`config.mk`:
```
export PLATFORM = sky130hd
export DESIGN_NAME = uc_loader
export DESIGN_NICKNAME = d
export VERILOG_FILES = /design/src/rtl/uc_loader_pkg.sv /design/src/rtl/uc_loader.sv
export SDC_FILE = /design/constraint.sdc
export NUM_CORES = 1
export LEC_CHECK = 0
export CELL_PAD_IN_SITES_DETAIL_PLACEMENT = 0
export CELL_PAD_IN_SITES_GLOBAL_PLACEMENT = 1
export CORE_AREA = 10 10 120 100
export CTS_BUF_LIST = sky130_fd_sc_hd__clkbuf_4 sky130_fd_sc_hd__clkbuf_8
export DETAILED_ROUTE_END_ITERATION = 7
export DIE_AREA = 0 0 130 110
export PLACE_DENSITY = 0.74
export SKIP_CTS_REPAIR_TIMING = 1
export SLEW_MARGIN = 10
export SYNTH_ARGS = -nofsm -noshare
export SYNTH_HDL_FRONTEND = slang
export SYNTH_SLANG_ARGS = --single-unit
export TNS_END_PERCENT = 10
```
`constraint.sdc`:
```
create_clock -name clk -period 7.45 [get_ports clk]
set_clock_uncertainty 0.05 [all_clocks]
set_input_delay 2.235 -clock clk [delete_from_list [all_inputs] [get_ports clk]]
set_output_delay 2.235 -clock clk [all_outputs]
set_load 0.02 [all_outputs]
```
`src/rtl/uc_loader_pkg.sv`:
```
// Shared types and constants for the unit-clause load path.
//   uc_arb_t     : arbiter phase encoding
//   uc_ld_t      : uc_loader FSM states
//   LIT_IDX_MAX  : largest legal variable index
//   LIT_W        : signed literal width, derived from LIT_IDX_MAX
//   lit_in_range : nonzero and |lit| <= LIT_IDX_MAX
package uc_loader_pkg;

  localparam int LIT_IDX_MAX = 1000;
  localparam int LIT_W       = $clog2(LIT_IDX_MAX) + 1;

  typedef enum logic [1:0] {
    UC_ARB_LOAD,
    UC_ARB_RUN,
    UC_ARB_CONFLICT
  } uc_arb_t;

  typedef enum logic [1:0] {
    IDLE,
    REQ,
    WAIT,
    FIN
  } uc_ld_t;

  // Magnitude is formed one bit wider so the most-negative literal
  // does not wrap back to itself when negated.
  function automatic logic lit_in_range(input logic signed [LIT_W-1:0] lit);
    logic signed [LIT_W:0] ext;
    logic        [LIT_W:0] mag;
    ext = {lit[LIT_W-1], lit};
    mag = ext[LIT_W] ? unsigned'(-ext) : unsigned'(ext);
    return (lit != '0) && (mag <= (LIT_W+1)'(LIT_IDX_MAX));
  endfunction

endpackage

```
`src/rtl/uc_loader.sv`:
```
// uc_loader: fetches the initial unit-clause literal list from memory and
// streams range-checked literals to the unit-clause arbiter.
//
// Ports:
//   clk, rst                 clock, synchronous active-high reset
//   start                    begin a load (sampled only in IDLE)
//   base_addr, uc_count      list address / length, captured on start
//   mem_req_valid/ready/addr read request port (one request outstanding)
//   mem_rsp_valid/data       read response port (signed literal)
//   mem2uca_valid, mem2uca   accepted literal toward the arbiter, 1 cycle each
//   mem2uca_done             end-of-list pulse
//   busy                     not IDLE
//   err                      sticky: an invalid literal was dropped
//
// Build option: UC_LOADER_ZERO_TERM_EN makes a zero literal terminate the
// list early (uc_count becomes an upper bound) instead of being an error.
module uc_loader
  import uc_loader_pkg::*;
#(
  parameter int ADDR_W = 16
) (
  input  logic                    clk,
  input  logic                    rst,
  input  logic                    start,
  input  logic [ADDR_W-1:0]       base_addr,
  input  logic [ADDR_W-1:0]       uc_count,
  output logic                    mem_req_valid,
  input  logic                    mem_req_ready,
  output logic [ADDR_W-1:0]       mem_req_addr,
  input  logic                    mem_rsp_valid,
  input  logic signed [LIT_W-1:0] mem_rsp_data,
  output logic                    mem2uca_valid,
  output logic signed [LIT_W-1:0] mem2uca,
  output logic                    mem2uca_done,
  output logic                    busy,
  output logic                    err
);

  uc_ld_t                  state_q, state_d;
  logic [ADDR_W-1:0]       addr_r, addr_d;
  logic [ADDR_W-1:0]       rem_r, rem_d;
  logic                    err_r, err_d;
  logic                    val_r, val_d;
  logic signed [LIT_W-1:0] lit_r, lit_d;

  always_ff @(posedge clk) begin
    if (rst) begin
      state_q <= IDLE;
      addr_r  <= '0;
      rem_r   <= '0;
      err_r   <= 1'b0;
      val_r   <= 1'b0;
      lit_r   <= '0;
    end else begin
      state_q <= state_d;
      addr_r  <= addr_d;
      rem_r   <= rem_d;
      err_r   <= err_d;
      val_r   <= val_d;
      lit_r   <= lit_d;
    end
  end

  always_comb begin
    state_d = state_q;
    addr_d  = addr_r;
    rem_d   = rem_r;
    err_d   = err_r;
    val_d   = 1'b0;
    lit_d   = lit_r;
    case (state_q)
      IDLE: begin
        if (start) begin
          addr_d  = base_addr;
          rem_d   = uc_count;
          err_d   = 1'b0;
          state_d = (uc_count == '0) ? FIN : REQ;
        end
      end
      REQ: begin
        if (mem_req_ready) state_d = WAIT;
      end
      WAIT: begin
        if (mem_rsp_valid) begin
          addr_d  = addr_r + ADDR_W'(1);
          rem_d   = rem_r - ADDR_W'(1);
          state_d = (rem_r == ADDR_W'(1)) ? FIN : REQ;
`ifdef UC_LOADER_ZERO_TERM_EN
          if (mem_rsp_data == '0) begin
            state_d = FIN;
          end else
`endif
          if (lit_in_range(mem_rsp_data)) begin
            val_d = 1'b1;
            lit_d = mem_rsp_data;
          end else begin
            err_d = 1'b1;
          end
        end
      end
      FIN: begin
        // Hold here while the final literal is on the output so that
        // done lands in the following cycle, never alongside valid.
        if (!val_r) state_d = IDLE;
      end
      default: state_d = IDLE;
    endcase
  end

  assign mem_req_valid = (state_q == REQ);
  assign mem_req_addr  = addr_r;
  assign mem2uca_valid = val_r;
  assign mem2uca       = lit_r;
  assign mem2uca_done  = (state_q == FIN) && !val_r;
  assign busy          = (state_q != IDLE);
  assign err           = err_r;

endmodule

```
==> run_results.csv <==
group,metric,value,unit
clocking,htreeDepth,2,
placed_design,dpl_cell_area,3700,µm²
finish,synthToLayoutAreaGrowth,34.4,%
power_and_ir_drop,cellLeakagePower,1.30,nW
power_and_ir_drop,power_density,167,nW/µm²
floorplanning,dieArea,14300,µm²
global_route,grt_pass1_vias,3098,
setup_path,cp-startpoint,"mem_rsp_data[0]",
route,drtIter0Drc,224,
power_and_ir_drop,p_sw,202,µW
clocking,cts_num_sinks,47,
global_route,antenna_found_initial,0,
sta,relSlewSlack,0.455,
placed_design,dp_hpwl,6540,µm
sta,min_period,4.67,ns
route,drc,0,
finish,post-route-cell-area,3810,µm²
global_route,grt_pass1_wl,15200,µm
finish,seqCellArea,941,µm²
finish,final_layout_size_suffix_gt1_frac,0.0614,
finish,multi_input_area,1730,µm²
setup_path,crit_required,7.60,ns
sta,setup_viol,0,
finish,layout_commonest_cell,"clkdlybuf4s50_1",
clocking,cts_made_buffers,5,
logic_synthesis,synth_area_leaders,"dfxtp_1 33%, a21oi_1 7.2%, nor2_1 7.0%, o21ai_0 6.5%, nand2_1 4.6%",
logic_synthesis,ys_types,50,
sta,rsz0062_at_grt,"false",
finish,fillCellCount,1007,
job,drv_cap,0,
logic_synthesis,netlist_area,2830,µm²
finish,finalNonFillerCells,575,
clocking,clock_latency,0.30,ns
sta,worst_pin_slew,0.810,ns
setup_path,endpoint_kind,"flop",
floorplanning,ios,80,
floorplanning,die_y,110,µm
route,wirelength,9240,µm
logic_synthesis,synth_edf_count,0,
power_and_ir_drop,comb_power_share,0.272,
logic_synthesis,yosysWarnings,0,
setup_path,r2r_start,"state_q[1]$_SDFFE_PP0P_",
route,viasPerCell,5.30,
logic_synthesis,synth_area_leader_cell,"dfxtp_1",
logic_synthesis,synth_top_area_share,0.332,
power_and_ir_drop,max-vdd-ir-drop,72.1,µV
route,post_drt_wl_per_cell,16.1,µm
route,vias,3047,
logic_synthesis,syn_area_per_cell,7.27,µm²
sta,slew_viol_final,0,
setup_path,reg2regPathDepth,7,
setup_path,regToRegSetupSlack,5.06,ns
setup_path,critPathKind,"input port to flop",
route,final_antenna_net_count,0,
run_status,status,"complete, no violations",
logic_synthesis,ys_seq_elements,47,
setup_path,r2r-end,"mem2uca[5]$_SDFFE_PP0P_",
sta,timing_hold_violations_final,0,
placed_design,gp_congestion,0.795,
finish,fin_nets,507,
logic_synthesis,synth_fp_nets,442,
global_route,grt_max_degree,51,
hold_path,hold_path.class,"flop to flop",
clocking,cts_buffer_depth,2,
setup_path,crit_end,"err$_SDFFE_PP0P_",
clocking,clk_pin_slew,0.09,ns
sta,finalCritPeriodShare,0.627,
route,firstDrtPassIters,4,
floorplanning,design.core.area,9530,µm²
sta,fin_tns_setup,0,ns
global_route,grt_use_total,0.128,
floorplanning,num_rows,32,
setup_path,worstPathArrival,4.83,ns
power_and_ir_drop,clkPwrFrac,0.275,
finish,layout_common_cells,"79 x clkdlybuf4s50_1, 51 x nor2_1, 47 x dfxtp_1, 41 x a21oi_1, 37 x o21ai_0",
finish,n_antenna_cell,0,
floorplanning,initial_core_util,0.297,
power_and_ir_drop,sw_frac_of_total,0.317,
floorplanning,die_w,130,µm
placed_design,port_buffers,79,
placed_design,place_inst,566,
clocking,cts_tree,"built",
logic_synthesis,synth_cells,390,
power_and_ir_drop,p_int,436,µW
clocking,cts_root_buf,"clkbuf_8",
global_route,grt-ovfl-total,0,
sta,max_freq,214,MHz
logic_synthesis,synthFlopType,"dfxtp_1",
power_and_ir_drop,p_seq_frac,0.453,
setup_path,crit_fanout,24,
logic_synthesis,async_flop_share,0,
setup_path,cp-start-kind,"input port",
logic_synthesis,ys_seq_area_frac,0.332,
## through the flow
stage | total power [mW] | hold slack, ns | utilization | worst slack [ns]
floorplan | 0.392 | 0.398 | - | 3.01
global placement | 0.465 | 0.408 | 0.388 | 2.53
detailed placement | 0.468 | 0.421 | 0.388 | 2.43
CTS | 0.644 | 0.434 | 0.399 | 2.74
global route | 0.677 | 0.465 | 0.400 | 2.56
finish | 0.638 | 0.434 | 0.400 | 2.78
## state kept, by name (all words and copies together), names as in the netlist
signal         count
err                1
mem2uca           11
mem2uca_valid      1
mem_req_addr      16
rem_r             16
state_q            2
## how the worst min path moves through the flow
stage                                  startpoint                 endpoint  slack (ns)  cells after the start
after global routing      mem2uca[2]$_SDFFE_PP0P_  mem2uca[2]$_SDFFE_PP0P_        0.47                      2
after detailed placement   rem_r[14]$_SDFFE_PP0P_   rem_r[14]$_SDFFE_PP0P_        0.42                      2
after floorplan            rem_r[14]$_SDFFE_PP0P_   rem_r[14]$_SDFFE_PP0P_        0.40                      2
after CTS                  rem_r[14]$_SDFFE_PP0P_   rem_r[14]$_SDFFE_PP0P_        0.43                      2
after global placement     rem_r[14]$_SDFFE_PP0P_   rem_r[14]$_SDFFE_PP0P_        0.41                      2
final                     mem2uca[6]$_SDFFE_PP0P_  mem2uca[6]$_SDFFE_PP0P_        0.43                      2
## kinds of logic (layout without fill, tap and decap cells)
family / count (synthesis) / in the layout / share of synthesized area
XOR/XNOR: 4 / 4 / 0.0124
multiplexers: 3 / 3 / 0.0106
flip-flops: 47 / 47 / 0.332
buffers and inverters: 41 / 107 / 0.0600
AO/OA/AOI/OAI: 133 / 133 / 0.295
adder cells (fa/ha/maj): 4 / 4 / 0.0177
AND/OR/NAND/NOR: 158 / 158 / 0.272
## layout make-up
| cell class | instances | share of cell area |
|---|---|---|
| inverter | 14 | 0.0138 |
| sequential | 47 | 0.247 |
| multi-input combinational | 302 | 0.454 |
| tap | 119 | 0.0391 |
| clock buffer | 8 | 0.0273 |
| timing repair buffer | 85 | 0.219 |
## critical path, cell delays in order
cell and delay, ns:
clkdlybuf4s50_1 0.46, inv_1 0.09, ha_1 0.20, or4b_4 0.52, o41ai_2 0.24, xor2_1 0.12, a2111oi_2 0.28, buf_4 0.28
nor3_1 0.09, a2111oi_2 0.31
## synth_stat cells (11+ instances only)
cell type / count
nand3_1: 12
nor2_1: 53
dfxtp_1: 47
clkbuf_1: 24
nor4_1: 11
nor3_1: 14
inv_1: 14
nand2_1: 35
a21oi_1: 41
o21ai_0: 37
a211oi_1: 12
## power by group through the flow
stage	clock, mW	sequential (mW)	combinational, mW
after global placement	0	0.294	0.171
after detailed placement	0	0.294	0.174
final	0.175	0.289	0.173
after global routing	0.192	0.292	0.193
after floorplan	0	0.299	0.0924
after CTS	0.182	0.289	0.174
## layer usage
metal	vias up	track usage	wire length, µm
met5	-	0	0
met2	45	0.220	4440
met3	7	0.0248	324
li1	1556	-	-
met4	0	0.0321	91
met1	1439	0.163	4380
Power figures use the tool's default switching activity.
